**config.mk**
```make
export PLATFORM = sky130hd
export DESIGN_NAME = page_load_scheduler
export DESIGN_NICKNAME = d
export VERILOG_FILES = /design/src/rtl/page_load_scheduler.sv
export SDC_FILE = /design/constraint.sdc
export NUM_CORES = 1
export LEC_CHECK = 0
export ABC_AREA = 1
export BUFFER_PORTS_ARGS = -buffer_cell sky130_fd_sc_hd__buf_2
export CORE_MARGIN = 3
export CORE_UTILIZATION = 46
export DETAILED_ROUTE_END_ITERATION = 7
export GPL_TIMING_DRIVEN = 0
export PLACE_DENSITY_LB_ADDON = 0.2
export SYNTH_ARGS = -nofsm -noshare
export SYNTH_HDL_FRONTEND = slang
export SYNTH_SLANG_ARGS = --single-unit
```
**constraint.sdc**
```tcl
create_clock -name master_clock -period 1.1 [get_ports master_clock]
set_clock_uncertainty 0.05 [all_clocks]
set_input_delay 0.22 -clock master_clock [delete_from_list [all_inputs] [get_ports master_clock]]
set_output_delay 0.22 -clock master_clock [all_outputs]
set_load 0.03 [all_outputs]
```
**src/rtl/page_load_scheduler.sv**
```systemverilog
// Schedules SPI page/bootloader loads into a double-buffered page store.
// Holds one pending page and one pending bootloader request; bootloader loads win ties.
module page_load_scheduler (
    input  logic        master_clock,
    input  logic        reset,
    input  logic        bubble_module_enable,
    input  logic        load_page,
    input  logic        load_bootloader,
    input  logic [11:0] bubble_page_input,
    input  logic [2:0]  image_number,
    input  logic        loader_busy,
    input  logic        loader_done,
    output logic        loader_start,
    output logic        loader_bootloader,
    output logic [11:0] loader_page,
    output logic [2:0]  loader_image,
    output logic        write_bank,
    output logic        read_bank,
    output logic        page_ready,
    output logic        overrun,
    output logic        timeout_error
);

    typedef enum logic [2:0] {StIdle, StIssue, StWaitBusy, StLoading, StSwap} state_e;

    state_e      state_q, state_d;
    logic [4:0]  cnt_q, cnt_d;
    logic        page_full_q, page_full_d;
    logic [11:0] page_num_q, page_num_d;
    logic        boot_full_q, boot_full_d;
    logic        boot_q, boot_d;
    logic [11:0] ld_page_q, ld_page_d;
    logic [2:0]  ld_image_q, ld_image_d;
    logic        read_bank_q, read_bank_d;
    logic        page_ready_q, page_ready_d;
    logic        overrun_q, overrun_d;
    logic        timeout_q, timeout_d;

    logic        req_page, req_boot;
    logic        page_full_n, boot_full_n;
    logic [11:0] page_num_n;
    logic        issue_go, timeout_hit;

    // Slot contents including this cycle's request, so an idle block issues without a bubble.
    always_comb begin
        req_page    = bubble_module_enable & load_page;
        req_boot    = bubble_module_enable & load_bootloader;
        page_full_n = page_full_q | req_page;
        boot_full_n = boot_full_q | req_boot;
        page_num_n  = req_page ? bubble_page_input : page_num_q;
        issue_go    = (state_q == StIdle) & bubble_module_enable & (page_full_n | boot_full_n);
        timeout_hit = (state_q == StWaitBusy) & ~loader_busy & ~loader_done & (cnt_q == 5'd30);
    end

    always_ff @(posedge master_clock) begin
        if (reset) begin
            state_q <= StIdle;
            cnt_q   <= '0;
        end else begin
            state_q <= state_d;
            cnt_q   <= cnt_d;
        end
    end

    always_comb begin
        state_d = state_q;
        cnt_d   = '0;
        unique case (state_q)
            StIdle:     if (issue_go) state_d = StIssue;
            StIssue:    state_d = StWaitBusy;
            StWaitBusy: begin
                if (loader_done) begin
                    state_d = bubble_module_enable ? StSwap : StIdle;
                end else if (loader_busy) begin
                    state_d = StLoading;
                end else if (timeout_hit) begin
                    state_d = StIdle;
                end else begin
                    cnt_d = cnt_q + 5'd1;
                end
            end
            StLoading:  if (loader_done) state_d = bubble_module_enable ? StSwap : StIdle;
            StSwap:     state_d = StIdle;
            default:    state_d = StIdle;
        endcase
    end

    always_ff @(posedge master_clock) begin
        if (reset) begin
            page_full_q  <= 1'b0;
            page_num_q   <= '0;
            boot_full_q  <= 1'b0;
            boot_q       <= 1'b0;
            ld_page_q    <= '0;
            ld_image_q   <= '0;
            read_bank_q  <= 1'b0;
            page_ready_q <= 1'b0;
            overrun_q    <= 1'b0;
            timeout_q    <= 1'b0;
        end else begin
            page_full_q  <= page_full_d;
            page_num_q   <= page_num_d;
            boot_full_q  <= boot_full_d;
            boot_q       <= boot_d;
            ld_page_q    <= ld_page_d;
            ld_image_q   <= ld_image_d;
            read_bank_q  <= read_bank_d;
            page_ready_q <= page_ready_d;
            overrun_q    <= overrun_d;
            timeout_q    <= timeout_d;
        end
    end

    always_comb begin
        page_full_d  = page_full_n;
        page_num_d   = page_num_n;
        boot_full_d  = boot_full_n;
        boot_d       = boot_q;
        ld_page_d    = ld_page_q;
        ld_image_d   = ld_image_q;
        overrun_d    = overrun_q | (req_page & page_full_q);
        timeout_d    = timeout_q | timeout_hit;
        read_bank_d  = read_bank_q ^ (state_d == StSwap);
        page_ready_d = (state_q == StSwap);
        if (!bubble_module_enable) begin
            page_full_d = 1'b0;
            boot_full_d = 1'b0;
        end
        if (issue_go) begin
            ld_image_d = image_number;
            if (boot_full_n) begin
                boot_full_d = 1'b0;
                boot_d      = 1'b1;
                ld_page_d   = '0;
            end else begin
                page_full_d = 1'b0;
                boot_d      = 1'b0;
                ld_page_d   = page_num_n;
            end
        end
    end

    always_comb begin
        loader_start      = (state_q == StIssue);
        loader_bootloader = boot_q;
        loader_page       = ld_page_q;
        loader_image      = ld_image_q;
        read_bank         = read_bank_q;
        write_bank        = ~read_bank_q;
        page_ready        = page_ready_q;
        overrun           = overrun_q;
        timeout_error     = timeout_q;
    end

endmodule

```
# == Yosys cells after proc, flatten, opt, wreduce, memory -nomap -nowiden ==
# Cells that the tools add are included.
# Widths: inputs -> output; s select.
# op_classes
n_bitwise,18
n_mux,16
eq_ne,6
reduce_logical,2
addsub,1
# op_table
cell,n
$mux 12,2
$mux 3,6
$pmux 3 s4,1
$and 1x1->1,8
$mux 1,7
$eq 3x2->1 const B,2
$eq 3x3->1 const B,2
$add 5x1->5 const B,1
$eq 5x5->1 const B,1
$or 1x1->1,5
$reduce_or 5->1,1
$not 1->1,4
$eq 3x1->1 const B,1
$logic_not 3->1,1
$xor 1x1->1,1
# totals
register_bits,42
wordCells,55
out_inout_bits,22

# == Logic depth before layout (Yosys ltp) ==
# depth
word_depth,10
depth_mapped,8
ltp_nobuf,7

# == Least setup slack after synthesis ==
# OpenSTA, ideal clock, no wires.
# synth_path
path_kind,reg-to-reg
start,register state_q[1]
end,"register ld_page_q[10], in the netlist loader_page[10]"
period_less_slack_ns,1.148
t_arrival_ns,0.984
path_slack_ns,-0.048
path_buffers,1
setup_ns,0.114
stages_incl_launch_ff,8
path_cell_list,dfxtp_1 -> nor2_1 -> nand2_1 -> nor2_2 -> nand2_2 -> buf_6 -> nand3_1 -> nand2_1
# synth_via
elab_chain_len,3
# synth_rtl
item,line_no,text
start: declaration,26,"state_e state_q, state_d;"
start signal: assignment,57,state_q <= StIdle;
start signal: assignment,60,state_q <= state_d;
$logic_not 3->1,51,issue_go = (state_q == StIdle) & bubble_module_enable & (page_full_n | boot_full_n);
$and 1x1->1 (2 in a row),51,
end signal: assignment,105,ld_page_q <= ld_page_d;
end: declaration,32,"logic [11:0] ld_page_q, ld_page_d;"
# No other way between the ends.
# A chain may end at the register's enable or synchronous reset.

# == Final worst setup path ==
# layout_path
start,register state_q[1]
end,output port loader_start
# layout_via
elab_chain_len,1
# layout_rtl
item,line_no,text
$eq 3x1->1,144,loader_start = (state_q == StIssue);
end: declaration,13,"output logic loader_start,"
# No other way between the ends.

==> results.py <==
metrics = {
    "power": {
        "p_leak_nw": 1.08,
        "vdd_drop_max_v": 0.000822,
        "p_per_area_mw_per_mm2": 1250,
    },
    "route": {
        "vias": 1499,
        "topRoutingLayerUsed": "met4",
        "drtAntennaViolNets": 0,
        "drc": 0,
        "dr_wl_met3_um": 224,
        "drt-met1-wl_um": 1630,
        "wl_um": 3640,
        "routedWlPerCell_um": 11.4,
        "vias_per_cell": 4.70,
        "met2_length_um": 1740,
        "drt_iter0_markers": 80,
        "drt_first_pass_iters": 4,
    },
    "critical_path": {
        "cp-start-kind": "register",
        "crit_type": "reg -> out",
        "critPathLaunch": "state_q[1]$_SDFF_PP0_",
        "cp_data_arrival_time_ns": 1.04,
        "critPathSlowestCell": "dfxtp_2",
        "crit_path_max_fanout": 3,
        "cpPeakStageDelay_ns": 0.35,
        "cp_cell_sequence": "inv_2 -> nand2_2 -> nor2_4 -> buf_6",
        "end_kind": "output port",
        "r2r-start": "state_q[2]$_SDFF_PP0_",
        "required_ns": 0.83,
    },
    "floorplanning": {
        "start_util_pct": 48.3,
        "core-area_mm2": 0.00339,
        "io_pins": 44,
        "die-width_um": 65.7,
        "rows": 21,
        "die_h_um": 65.7,
        "die_area_mm2": 0.00431,
    },
    "sta": {
        "fmax_mhz": 766,
        "relSlewSlack_pct": 82.1,
        "final-hold-violation-count": 0,
        "finalWorstSetupSlack_ns": -0.206,
        "setup_viol": 29,
        "finalWorstPathRequiredPeriod_ns": 1.31,
        "maxSlewViolCount": 0,
        "rsz0062_at_grt": "yes",
        "tns_ns": -2.30,
        "worstMarginPinSlew_ns": 0.266,
        "fin_crit_sh_pct": 119,
    },
    "final_layout": {
        "diodes": 0,
        "fillers": 290,
        "drive_gt1_share_pct": 44.0,
        "finalNetCount": 297,
        "regArea_um2": 873,
        "layout.cells.non_filler": 319,
        "syn_to_final_growth_pct": 40.1,
        "multi_input_area_um2": 736,
    },
    "global_routing": {
        "grt_pass1_vias": 1430,
        "grt.overflow.total": 0,
        "grt_max_degree": 12,
        "antenna_found_initial": 0,
        "grt_usage_pct": 19.4,
        "grt_pass1_wl_um": 6350,
    },
    "synth": {
        "synth_most_common_cell": "nor2_1",
        "ys_warn_count": 0,
        "synth_top_area_cell": "dfxtp_1",
        "syn-cell-area_mm2": 0.00164,
        "syn_nets": 234,
        "yosys-top-cells-count": "nor2_1 (49), dfxtp_1 (42), nand3_1 (33)",
        "yosysSeqAreaShare_pct": 51.3,
        "synth_async_sr_flop_share_pct": 0,
        "synth_top_area_share_pct": 51.3,
        "synthCells": 210,
        "syn_area_per_cell_um2": 7.80,
        "synth_edf_count": 0,
        "synth-seq-cells": 42,
        "synth_cell_types": 21,
        "synth_ff_type": "dfxtp_1",
        "synthTopCellsByArea": "dfxtp_1 (51%), nor2_1 (11%), nand3_1 (10%)",
    },
    "clock_network": {
        "clockBufferDepth": 2,
        "cts_root_buf": "clkbuf_4",
        "cts_tree": "done",
        "cts_sinks": 42,
        "cts_hold_buf": 0,
        "clk_latency_ns": 0.35,
        "htreeDepth": 2,
        "cts.clk_slew.worst_paths_ns": 0.11,
        "cts_made_buffers": 5,
    },
    "outcome": {
        "violations": "setup timing",
        "outcome": "finished, violations left",
    },
    "min_path": {
        "holdCritPathClass": "in -> reg",
        "worstHoldStart": "reset",
    },
    "placement": {
        "placed_cells": 298,
        "io_buffer_count": 42,
        "dp_hpwl_um": 2400,
        "place.gp.congestion": 0.709,
    },
    "run": {
        "drv_cap": 0,
    },
}
## what timing repair did
item / CTS / global route
resized for setup: 79 / 9
setup buffers: 10 / 3
pin swaps: 5 / 2
setup endpoints to repair: 41 / 49
gates cloned: 1 / 0
## area by class of cell
type	count	share of cell area (%)
plain buffers	9	2.89
clock buffers	7	1.96
inverters	16	2.62
multi-input cells	143	32.1
flip-flops and latches	42	38.1
well taps	46	2.51
repair buffers	56	19.9
## registers in the layout, indices dropped and copies added (netlist names)
| register | cells |
|---|---|
| timeout_error | 1 |
| page_ready | 1 |
| loader_bootloader | 1 |
| page_num_q | 12 |
| state_q | 3 |
| page_full_q | 1 |
| loader_page | 12 |
| read_bank | 1 |
| loader_image | 3 |
| overrun | 1 |
| boot_full_q | 1 |
| cnt_q | 5 |
## cell usage in the layout, fill, tap and decap left out, drive strengths merged
cell type / n
nor3: 1
o21a: 1
dfxtp: 42
nor4: 1
nor2: 53
xor2: 2
clkbuf: 7
a21oi: 4
nand2: 34
inv: 16
buf: 65
ha: 2
xnor2: 1
o21ai: 11
nand3: 33
## path summary, 6_finish.rpt
kind | to | slack (ns) | depth (start not counted)
setup / recovery | loader_start | -0.21 | 4
hold / removal | state_q[0]$_SDFF_PP0_ | 0.07 | 2
setup reg to reg | loader_page[3]$_SDFFE_PP0P_ | -0.14 | 7
hold reg to reg | page_ready$_SDFF_PP0_ | 0.41 | 1
## layer usage
| metal | track usage, % | vias up |
|---|---|---|
| met2 | 30.7 | 40 |
| met4 | 9.33 | 0 |
| met5 | 0 | - |
| met3 | 4.62 | 4 |
| li1 | - | 789 |
| met1 | 24.6 | 666 |
## kinds of logic (layout without fill, tap and decap cells)
family                     after synthesis  after routing  synth area share, %
and+or+nand+nor                        122            122                 32.8
adders and majority gates                2              2                 1.53
AOI/OAI and AO/OA                       16             16                 5.27
DFF                                     42             42                 51.3
buffers and inverters                   25             88                 7.49
xor gates and xnor gates                 3              3                 1.60
## stage by stage
step                      area (um^2)  power, mW  hold WS, ns  util, %  worst slack (ns)
after floorplan                  1650       1.96        0.297        -           -0.0277
after global placement           1920       2.09        0.384     56.7            -0.267
after detailed placement         1920       2.09        0.392     56.7            -0.256
after CTS                        2240       2.88       0.0632     66.2            -0.239
after global routing             2290       3.01       0.0882     67.7            -0.282
final                            2290       2.86       0.0686     67.7            -0.206
## report_power, final
group	switching, mW	internal, mW
sequential	0.0363	1.60
combinational	0.304	0.231
clock	0.451	0.241
total	0.792	2.07
## critical path: cells and delay by family (launching register included)
kind                   cells  cell delay [ns]
and+or+nand+nor            2             0.15
DFF                        1             0.35
buffers and inverters      2             0.20
No activity file was read; power rests on OpenSTA's default activity.
